## src/rtl/snn_result_collector_if.sv

```systemverilog
// Bus between the inference array / host and snn_result_collector:
// per-lane done/class levels, soft clear, and the FWFT result FIFO read port with status.
interface snn_result_collector_if #(
  parameter int unsigned NUM_LANES  = 20,
  parameter int unsigned FIFO_DEPTH = 32,
  parameter int unsigned CNT_W      = 16
);
  localparam int unsigned LANE_W = (NUM_LANES > 1) ? $clog2(NUM_LANES) : 1;
  localparam int unsigned OCC_W  = $clog2(FIFO_DEPTH) + 1;
  localparam int unsigned TS_W   = 32;

  logic [NUM_LANES-1:0] done;
  logic [NUM_LANES-1:0] predicted_class;
  logic                 clear;
  logic                 rd_en;

  logic                 rd_valid;
  logic [LANE_W-1:0]    rd_lane;
  logic                 rd_class;
  logic [TS_W-1:0]      rd_timestamp;
  logic [OCC_W-1:0]     fifo_count;
  logic                 full;
  logic [NUM_LANES-1:0] pending_mask;
  logic [CNT_W-1:0]     count_class0;
  logic [CNT_W-1:0]     count_class1;
  logic                 overflow;

  modport master (
    output done, predicted_class, clear, rd_en,
    input  rd_valid, rd_lane, rd_class, rd_timestamp, fifo_count, full,
           pending_mask, count_class0, count_class1, overflow
  );

  modport slave (
    input  done, predicted_class, clear, rd_en,
    output rd_valid, rd_lane, rd_class, rd_timestamp, fifo_count, full,
           pending_mask, count_class0, count_class1, overflow
  );
endinterface

```

## src/rtl/snn_result_collector.sv

```systemverilog
// Captures each rising per-lane done once, arbitrates pending lanes round-robin into a FWFT
// result FIFO and keeps saturating per-class tallies. SNN_RESULT_TIMESTAMP_EN adds capture timestamps.
module snn_result_collector #(
  parameter int unsigned NUM_LANES  = 20,
  parameter int unsigned FIFO_DEPTH = 32,
  parameter int unsigned CNT_W      = 16
) (
  input logic                   clk,
  input logic                   rst,
  snn_result_collector_if.slave bus
);
  localparam int unsigned LANE_W = (NUM_LANES > 1) ? $clog2(NUM_LANES) : 1;
  localparam int unsigned ADDR_W = $clog2(FIFO_DEPTH);
  localparam int unsigned OCC_W  = ADDR_W + 1;
  localparam int unsigned TS_W   = 32;

  typedef struct packed {
    logic [LANE_W-1:0] lane;
    logic              cls;
`ifdef SNN_RESULT_TIMESTAMP_EN
    logic [TS_W-1:0]   ts;
`endif
  } rec_t;

  // Registered state
  logic [NUM_LANES-1:0] done_q;
  logic [NUM_LANES-1:0] pending;
  logic [NUM_LANES-1:0] pend_class;
  logic [LANE_W-1:0]    rr_ptr;
  logic [ADDR_W-1:0]    wr_ptr;
  logic [ADDR_W-1:0]    rd_ptr;
  logic [OCC_W-1:0]     count;
  logic                 full_q;
  logic [CNT_W-1:0]     cnt0;
  logic [CNT_W-1:0]     cnt1;
  logic                 overflow_q;
  rec_t                 mem [FIFO_DEPTH];

`ifdef SNN_RESULT_TIMESTAMP_EN
  logic [TS_W-1:0]      ts_cnt;
  logic [TS_W-1:0]      pend_ts [NUM_LANES];
`endif

  // Combinational next-state terms
  logic [NUM_LANES-1:0] rise_c;
  logic [NUM_LANES-1:0] capture_c;
  logic [NUM_LANES-1:0] collide_c;
  logic [NUM_LANES-1:0] upper_c;
  logic [NUM_LANES-1:0] grant_oh_c;
  logic [NUM_LANES-1:0] pending_n_c;
  logic [LANE_W-1:0]    grant_c;
  logic [LANE_W-1:0]    rr_next_c;
  logic                 grant_valid_c;
  logic                 rd_valid_c;
  logic                 pop_c;
  logic                 push_c;
  logic [OCC_W-1:0]     count_n_c;
  rec_t                 push_rec_c;
  rec_t                 head_c;

  // A lane already pending cannot take a second result; the newer one is dropped.
  always_comb begin
    rise_c    = bus.done & ~done_q;
    capture_c = rise_c & ~pending;
    collide_c = rise_c & pending;
  end

  // Round-robin: lowest pending lane at or above rr_ptr, else lowest pending lane overall.
  always_comb begin
    upper_c       = '0;
    grant_c       = '0;
    grant_valid_c = |pending;
    for (int i = 0; i < int'(NUM_LANES); i++) begin
      upper_c[i] = pending[i] && (i >= int'(rr_ptr));
    end
    for (int i = int'(NUM_LANES) - 1; i >= 0; i--) begin
      if (|upper_c) begin
        if (upper_c[i]) grant_c = LANE_W'(i);
      end else if (pending[i]) begin
        grant_c = LANE_W'(i);
      end
    end
    rr_next_c = (32'(grant_c) == NUM_LANES - 1) ? '0 : grant_c + LANE_W'(1);
  end

  // FIFO control; a full FIFO still accepts a push when the head is popped the same cycle.
  always_comb begin
    rd_valid_c = (count != '0);
    pop_c      = bus.rd_en && rd_valid_c && !bus.clear;
    push_c     = grant_valid_c && !bus.clear &&
                 ((count < OCC_W'(FIFO_DEPTH)) || pop_c);

    grant_oh_c = '0;
    if (push_c) grant_oh_c[grant_c] = 1'b1;
    pending_n_c = (pending & ~grant_oh_c) | capture_c;

    case ({push_c, pop_c})
      2'b10:   count_n_c = count + OCC_W'(1);
      2'b01:   count_n_c = count - OCC_W'(1);
      default: count_n_c = count;
    endcase

    push_rec_c      = '0;
    push_rec_c.lane = grant_c;
    push_rec_c.cls  = pend_class[grant_c];
`ifdef SNN_RESULT_TIMESTAMP_EN
    push_rec_c.ts   = pend_ts[grant_c];
`endif
  end

  always_ff @(posedge clk or posedge rst) begin
    if (rst) begin
      done_q     <= '0;
      pending    <= '0;
      pend_class <= '0;
      rr_ptr     <= '0;
      wr_ptr     <= '0;
      rd_ptr     <= '0;
      count      <= '0;
      full_q     <= 1'b0;
      cnt0       <= '0;
      cnt1       <= '0;
      overflow_q <= 1'b0;
    end else if (bus.clear) begin
      // Loading done_q keeps lanes already high from retriggering after the clear.
      done_q     <= bus.done;
      pending    <= '0;
      rr_ptr     <= '0;
      wr_ptr     <= '0;
      rd_ptr     <= '0;
      count      <= '0;
      full_q     <= 1'b0;
      cnt0       <= '0;
      cnt1       <= '0;
      overflow_q <= 1'b0;
    end else begin
      done_q     <= bus.done;
      pending    <= pending_n_c;
      pend_class <= (pend_class & ~capture_c) | (bus.predicted_class & capture_c);
      count      <= count_n_c;
      full_q     <= (count_n_c == OCC_W'(FIFO_DEPTH));
      if (|collide_c) overflow_q <= 1'b1;
      if (pop_c) rd_ptr <= rd_ptr + ADDR_W'(1);
      if (push_c) begin
        wr_ptr <= wr_ptr + ADDR_W'(1);
        rr_ptr <= rr_next_c;
        if (push_rec_c.cls) begin
          if (cnt1 != '1) cnt1 <= cnt1 + CNT_W'(1);
        end else begin
          if (cnt0 != '1) cnt0 <= cnt0 + CNT_W'(1);
        end
      end
    end
  end

  // Record storage needs no reset: it is only observed through rd_valid gating.
  always_ff @(posedge clk) begin
    if (push_c) mem[wr_ptr] <= push_rec_c;
  end

`ifdef SNN_RESULT_TIMESTAMP_EN
  always_ff @(posedge clk or posedge rst) begin
    if (rst) begin
      ts_cnt <= '0;
      for (int i = 0; i < int'(NUM_LANES); i++) pend_ts[i] <= '0;
    end else if (bus.clear) begin
      ts_cnt <= '0;
    end else begin
      ts_cnt <= ts_cnt + TS_W'(1);
      for (int i = 0; i < int'(NUM_LANES); i++) begin
        if (capture_c[i]) pend_ts[i] <= ts_cnt;
      end
    end
  end
`endif

  assign head_c = mem[rd_ptr];

  assign bus.rd_valid     = rd_valid_c;
  assign bus.rd_lane      = rd_valid_c ? head_c.lane : '0;
  assign bus.rd_class     = rd_valid_c & head_c.cls;
`ifdef SNN_RESULT_TIMESTAMP_EN
  assign bus.rd_timestamp = rd_valid_c ? head_c.ts : '0;
`else
  assign bus.rd_timestamp = TS_W'(0);
`endif
  assign bus.fifo_count   = count;
  assign bus.full         = full_q;
  assign bus.pending_mask = pending;
  assign bus.count_class0 = cnt0;
  assign bus.count_class1 = cnt1;
  assign bus.overflow     = overflow_q;
endmodule

```

## src/flat_wrapper.sv

```systemverilog
// flat-port wrapper written by rule: the top's interface ports become plain ports
module snn_result_collector_flat 
#(
  parameter int unsigned NUM_LANES  = 20,
  parameter int unsigned FIFO_DEPTH = 32,
  parameter int unsigned CNT_W      = 16
)
  (clk, rst, bus_done, bus_predicted_class, bus_clear, bus_rd_en, bus_rd_valid, bus_rd_lane, bus_rd_class, bus_rd_timestamp, bus_fifo_count, bus_full, bus_pending_mask, bus_count_class0, bus_count_class1, bus_overflow);
  snn_result_collector_if #(.NUM_LANES(NUM_LANES), .FIFO_DEPTH(FIFO_DEPTH), .CNT_W(CNT_W)) bus_i ();
  input logic clk;
  input logic rst;
  input wire logic [$bits(bus_i.done)-1:0] bus_done;
  input wire logic [$bits(bus_i.predicted_class)-1:0] bus_predicted_class;
  input wire logic [$bits(bus_i.clear)-1:0] bus_clear;
  input wire logic [$bits(bus_i.rd_en)-1:0] bus_rd_en;
  output wire logic [$bits(bus_i.rd_valid)-1:0] bus_rd_valid;
  output wire logic [$bits(bus_i.rd_lane)-1:0] bus_rd_lane;
  output wire logic [$bits(bus_i.rd_class)-1:0] bus_rd_class;
  output wire logic [$bits(bus_i.rd_timestamp)-1:0] bus_rd_timestamp;
  output wire logic [$bits(bus_i.fifo_count)-1:0] bus_fifo_count;
  output wire logic [$bits(bus_i.full)-1:0] bus_full;
  output wire logic [$bits(bus_i.pending_mask)-1:0] bus_pending_mask;
  output wire logic [$bits(bus_i.count_class0)-1:0] bus_count_class0;
  output wire logic [$bits(bus_i.count_class1)-1:0] bus_count_class1;
  output wire logic [$bits(bus_i.overflow)-1:0] bus_overflow;
  assign bus_i.done = bus_done;
  assign bus_i.predicted_class = bus_predicted_class;
  assign bus_i.clear = bus_clear;
  assign bus_i.rd_en = bus_rd_en;
  assign bus_rd_valid = bus_i.rd_valid;
  assign bus_rd_lane = bus_i.rd_lane;
  assign bus_rd_class = bus_i.rd_class;
  assign bus_rd_timestamp = bus_i.rd_timestamp;
  assign bus_fifo_count = bus_i.fifo_count;
  assign bus_full = bus_i.full;
  assign bus_pending_mask = bus_i.pending_mask;
  assign bus_count_class0 = bus_i.count_class0;
  assign bus_count_class1 = bus_i.count_class1;
  assign bus_overflow = bus_i.overflow;
  snn_result_collector #(.NUM_LANES(NUM_LANES), .FIFO_DEPTH(FIFO_DEPTH), .CNT_W(CNT_W)) u_core (.clk(clk), .rst(rst), .bus(bus_i));
endmodule
```

## config.mk

```make
export PLATFORM = sky130hd
export DESIGN_NAME = snn_result_collector_flat
export DESIGN_NICKNAME = d
export VERILOG_FILES = /design/src/rtl/snn_result_collector_if.sv /design/src/rtl/snn_result_collector.sv /design/src/flat_wrapper.sv
export SDC_FILE = /design/constraint.sdc
export NUM_CORES = 1
export LEC_CHECK = 0
export ABC_CLOCK_PERIOD_IN_PS = 5600
export CAP_MARGIN = 40
export CORE_ASPECT_RATIO = 0.5
export CORE_UTILIZATION = 35
export CTS_CLUSTER_DIAMETER = 60
export DETAILED_ROUTE_END_ITERATION = 10
export HOLD_SLACK_MARGIN = 0.1
export PLACE_DENSITY = 0.64
export SYNTH_ARGS = -nofsm -noshare
export SYNTH_HDL_FRONTEND = slang
export SYNTH_SLANG_ARGS = --single-unit
```

## constraint.sdc

```tcl
create_clock -name clk -period 5.6 [get_ports clk]
set_input_delay 1.12 -clock clk [delete_from_list [all_inputs] [get_ports clk]]
set_output_delay 1.12 -clock clk [all_outputs]
set_load 0.01 [all_outputs]
```

## Word-level counts from Yosys, hierarchy flattened

Memory sizes are Yosys's and may differ from the RTL's.
Index checks and enable logic that the tools add are counted.

- $add $sub $neg: 7
- Magnitude comparators: 23
- Equality and inequality tests: 7
- Muxes and demuxes: 89
- Bitwise operators: 13
- Reduce and logical (&&, ||, !) cells: 39

Operators with widths:

| cell | number |
|---|---|
| $mux W5 | 68 |
| $mux W16 | 8 |
| $and A20 B20 Y20 | 6 |
| $not A20 Y20 | 4 |
| $reduce_or A20 Y1 | 3 |
| $ge A4 B5 Y1 const A | 8 |
| $mux W20 | 2 |
| $or A20 B20 Y20 | 2 |
| $add A16 B1 Y16 const B | 2 |
| $ne A16 B16 Y1 const B | 2 |
| $logic_and A1 B1 Y1 | 25 |
| $ge A3 B5 Y1 const A | 4 |
| $ge A5 B5 Y1 const A | 4 |
| $add A5 B1 Y5 const B | 3 |
| $pmux W6 S2 | 1 |
| $reduce_bool A2 Y1 | 6 |
| $ge A1 B5 Y1 const A | 2 |
| $ge A2 B5 Y1 const A | 2 |
| $mux W1 | 7 |
| $add A6 B1 Y6 const B | 1 |
| $eq A6 B6 Y1 const B | 1 |
| $lt A5 B6 Y1 const B | 1 |
| $lt A6 B6 Y1 const B | 1 |
| $mux W6 | 1 |
| 13 further kinds | 14 |

- Register bits after elaboration: 115
- RAM bits: 192
- Memories kept: 1

Memories:

| name | depth | bits a word | read ports | clocked after Yosys merged registers in | write ports | RTL line | RTL |
|---|---|---|---|---|---|---|---|
| u_core.mem | 32 | 6 | 1 | 0 | 1 | snn_result_collector.sv:37 | `rec_t mem [FIFO_DEPTH];` |

## Longest topological paths before layout

- Depth after elaboration: 51
- Gate-level depth with buffers: 21

## Worst setup path after synthesis

Ideal clock, no wire load.

- Path type: register to register
- From: reg u_core.rr_ptr[3]
- To: reg u_core.cnt1[10] (netlist: u_core.bus.count_class1[10])
- Setup time: 0.078 ns
- Arrival: 5.206 ns
- Data required time: 5.522 ns
- Setup slack: 0.316 ns
- Stages on the path, launching flop included: 19
- Period minus slack after synthesis: 5.284 ns
- Path through: dfrtp_1 buf_4 nor2_1 o211ai_1 nand4_1 nor4_1 buf_2 buf_4 o21ai_0 a2bb2oi_1 nand2_1 nor3_1 nand2_1 and4_1 inv_2 buf_2 buf_2 nand4_1 a21oi_1

RTL lines:

| element | RTL line | RTL |
|---|---|---|
| start, declared | snn_result_collector.sv:29 | `logic [LANE_W-1:0] rr_ptr;` |
| start signal, assigned | snn_result_collector.sv:146 | `rr_ptr <= rr_next_c;` |
| end signal, assigned | snn_result_collector.sv:148 | `if (cnt1 != '1) cnt1 <= cnt1 + CNT_W'(1);` |
| end, declared | snn_result_collector.sv:35 | `logic [CNT_W-1:0] cnt1;` |

## Worst setup path in the final report

- From: reg u_core.rr_ptr[3]
- To: reg u_core.cnt0[11] (netlist: u_core.bus.count_class0[11])

- Word-level cells in the longest chain between the ends: 46

RTL lines:

| element | RTL line | RTL |
|---|---|---|
| $ge A1 B5 Y1, or another cell as far along | snn_result_collector.sv:74 | `upper_c[i] = pending[i] && (i >= int'(rr_ptr));` |
| $logic_and A1 B1 Y1 | snn_result_collector.sv:74 |  |
| $reduce_or A20 Y1 / $mux W5 (equally long branches) | snn_result_collector.sv:77, snn_result_collector.sv:78 |  |
| $mux W5 | snn_result_collector.sv:77 | `if (\|upper_c) begin` |
| $mux W5, on equally long branches | snn_result_collector.sv:79, snn_result_collector.sv:78 |  |
| $mux W5 | snn_result_collector.sv:77 |  |
| $mux W5, on equally long branches | snn_result_collector.sv:79, snn_result_collector.sv:78 |  |
| $mux W5 | snn_result_collector.sv:77 |  |
| [30 not listed] | -- |  |
| $mux W5, on equally long branches | snn_result_collector.sv:79, snn_result_collector.sv:78 |  |
| $mux W5 | snn_result_collector.sv:77 |  |
| $mux W5, on equally long branches | snn_result_collector.sv:79, snn_result_collector.sv:78 |  |
| $mux W5 * | snn_result_collector.sv:77 |  |
| $bmux W1 S5 * | snn_result_collector.sv:105 | `push_rec_c.cls = pend_class[grant_c];` |
| $mux W1 (not written as such) * | snn_result_collector.sv:105 |  |
| $ne A2 B2 Y1 (no source line) * | -- |  |
| $reduce_and A3 Y1 (no source line) * | -- |  |
| end signal, assigned | snn_result_collector.sv:150 | `if (cnt0 != '1) cnt0 <= cnt0 + CNT_W'(1);` |
| end, declared | snn_result_collector.sv:34 | `logic [CNT_W-1:0] cnt0;` |

Mark *: on every way between the ends. The rest lies on a longest branch, timed or not. The select of a mux whose other input is x is not followed.
A chain may end at the register's enable or synchronous reset.

==> impl_metrics.ini <==
[run_status]
outcome = completed

[logic_synthesis]
ys_ff_latch = 307
dominantRegCellSynth = edfxtp_1
synthArstFlopShare = 0.375
synth_area_um2 = 14600
synth_top_area_share = 0.395
netlist_top_cells_area = edfxtp_1 (39%), dfrtp_1 (20%), mux4_2 (3.9%), mux2i_1 (3.8%), nor2_1 (2.3%)
yosys_warnings = 0
syn_inst = 1190
avgSynthCellArea_um2 = 12.3
synth_edf_count = 192
ys_top_cells_by_count = edfxtp_1 (192), dfrtp_1 (115), nor2_1 (91)
yosys.area.top_type = edfxtp_1
synth_seq_area_share = 0.592
yosysMostFrequentCell = edfxtp_1
synth.distinct_cells = 80

[layout]
stdcell_count = 1856
drive_gt1_frac = 0.119
area_growth_pct = 19.3
multi_input_area_um2 = 5420
regArea_um2 = 8650
final_util = 0.427
antenna_cells = 0
fin_nets = 1352
num-fill-cells = 3695

[sta]
rsz0062_at_grt = no
slew_headroom = 0.387
finalCriticalPeriod_ns = 5.33
skew_ns = 0.0175
slew_viol_final = 0
worstMarginPinSlew_ns = 0.917
setup_violations = 0
finalSetupTns_ns = 0
fmax_mhz = 188
timing.final.crit_share = 0.952
finalHoldViolCount = 0

[grt]
antenna_found_initial = 0
first_global_vias = 10400
grt_pass1_wl_mm = 61.6
met1_usage = 0.241
gr-max-usage-layer = met2
grt_util_met3 = 0.0294
grt_max_degree = 65
globalRouteOverflowTotal = 0
grt.met2_usage = 0.312
grtUsageTotal = 0.184

[placement]
dp_cells = 1798
gp_congestion = 1.00
portBuffers = 110
dp_hpwl_mm = 27.8

[worst_hold_path]
min_path_type = flop to flop

[setup_path]
worstSetupPathType = flop to flop
path_cells = nand2_1 > o21ai_0 > o221ai_1 > or4_1 > nor2_1 > o21ai_0 > a211oi_1 > a21o_1 > mux2_1 > a311oi_1 > and4_1 > inv_2 > or4_1 > a21oi_1
start_kind = flop
arrival_ns = 5.84
r2r-start = u_core.rr_ptr[3]$_DFFE_PP0P_
cp-startpoint = u_core.rr_ptr[3]$_DFFE_PP0P_
worst_ep_required_time_ns = 6.11
critPathMaxFanout = 31
critPathMaxStageDelay_ns = 0.63
end_kind = flop
slowest_stage = or4_1

[drt]
ant_nets = 0
drc_errors = 0
initialDrtViolationCount = 989
vias = 10400
totalWireLength_mm = 39.7
viasPerCell = 5.58
wl_per_cell_um = 21.4
firstDrtPassIters = 5

[floorplan]
core_area_um2 = 40800
num_io_pins = 143
die_width_um = 291
start_util = 0.358
die-area_um2 = 42600
rows = 52
die_h_um = 146

[pwr]
p_sw_w = 0.00291
pwr-share-comb = 0.327
p_int_w = 0.00534
max-vdd-ir-drop_mv = 0.228
power_frac_seq = 0.387
clockPowerShare = 0.287
power_density_nw_per_um2 = 473
power_leakage_nw = 6.25
switching_share = 0.353

[clocking]
cts_tree = done
hold_buffers = 0
worstSkewPairLatency_ns = 0.59
path_clk_slew_ns = 0.06
cts_made_buffers = 31
cts_max_level = 1
cts_max_path_buffers = 3
clock_sinks = 307
clock-root-buffer = clkbuf_16

[job]
drv_cap = 0
worst paths after layout:
path	end	cells past startpoint	slack, ns
worst max-delay path	u_core.bus.count_class0[11]$_DFFE_PP0P_	14	0.27
worst min-delay path	flop	1	0.51
worst max register to register	u_core.bus.count_class0[11]$_DFFE_PP0P_	14	0.27
worst min register to register	flop	1	0.51
max in group asynchronous	u_core.done_q[14]$_DFF_PP0_	3	4.27
min in group asynchronous	u_core.bus.pending_mask[11]$_DFF_PP0_	2	0.77
power groups by stage:
stage	logic, W	clock network (W)	registers, W
2_1_floorplan	0.00177	0	0.00310
3_3_place_gp	0.00258	0	0.00323
3_5_place_dp	0.00267	0	0.00324
4_1_cts	0.00268	0.00241	0.00319
5_1_grt	0.00292	0.00250	0.00322
6_report	0.00270	0.00237	0.00319
repair_timing:
action	in CTS	in global routing
setup buffers	0	0
gates resized for setup	0	1
setup endpoints to repair	0	7
endpoints found under the hold margin	0	0
per-layer routing:
metal  wire (um)  share of wire
met1       16700           0.42
met2       19400           0.49
met3        2170          0.055
met4        1360          0.034
met5           0              0
state kept, by name (all words and copies together), names as in the netlist, named ones only:
signal / flops
u_core.bus.count_class0: 16
u_core.bus.count_class1: 16
u_core.bus.fifo_count: 6
u_core.bus.full: 1
u_core.bus.overflow: 1
u_core.bus.pending_mask: 20
u_core.done_q: 20
u_core.mem: 192
u_core.rd_ptr: 5
u_core.rr_ptr: 5
u_core.wr_ptr: 5
layout make-up:
type                       count  area share
clock buffer                  35      0.0459
clock inverter                23      0.0212
inverter                      36     0.00789
multi-input combinational    776       0.311
sequential                   307       0.496
tap                          540      0.0387
timing repair buffer         139      0.0793
critical path, delay by kind of cell, from the launching register on:
| kind | cells | cell delay, ns |
|---|---|---|
| muxes | 1 | 0.35 |
| buffers and inverters | 1 | 0.23 |
| AOI/OAI and AO/OA | 7 | 2.01 |
| DFF | 1 | 0.58 |
| and+or+nand+nor | 5 | 2.07 |
through the flow:
stage	hold WS [ns]	setup slack [ns]	area (um2)	power [W]
floorplan	0.473	0.316	14700	0.00487
global placement	0.492	0.408	16200	0.00582
detailed placement	0.492	0.338	16300	0.00591
CTS	0.507	0.310	17400	0.00828
global route	0.520	0.0577	17400	0.00864
finish	0.505	0.269	17400	0.00826
kinds of logic (layout without fill, tap and decap cells):
logic type / Yosys count / in the layout / share of synthesized area
XOR/XNOR: 11 / 11 / 0.00659
AND/OR/NAND/NOR: 331 / 331 / 0.117
AO/OA/AOI/OAI: 283 / 283 / 0.130
adder cells (fa/ha/maj): 17 / 17 / 0.0151
multiplexers: 102 / 102 / 0.0931
other: 1 / 32 / 0.000257
flip-flops: 307 / 307 / 0.592
buffers and inverters: 138 / 233 / 0.0465
placed cells by master (no fill, tap or decap), types with 25 or more instances in the layout:
cell type	n
edfxtp_1	192
dfrtp_1	113
clkdlybuf4s50_1	109
nor2_1	91
nand2_1	65
a21oi_1	59
mux2i_1	56
o21ai_0	54
inv_1	32
conb_1	32
nand3_1	31
clkbuf_16	31
o221ai_1	26
nor2b_1	25
mux4_2	25
Note: power is estimated with default switching activity, not from simulation.
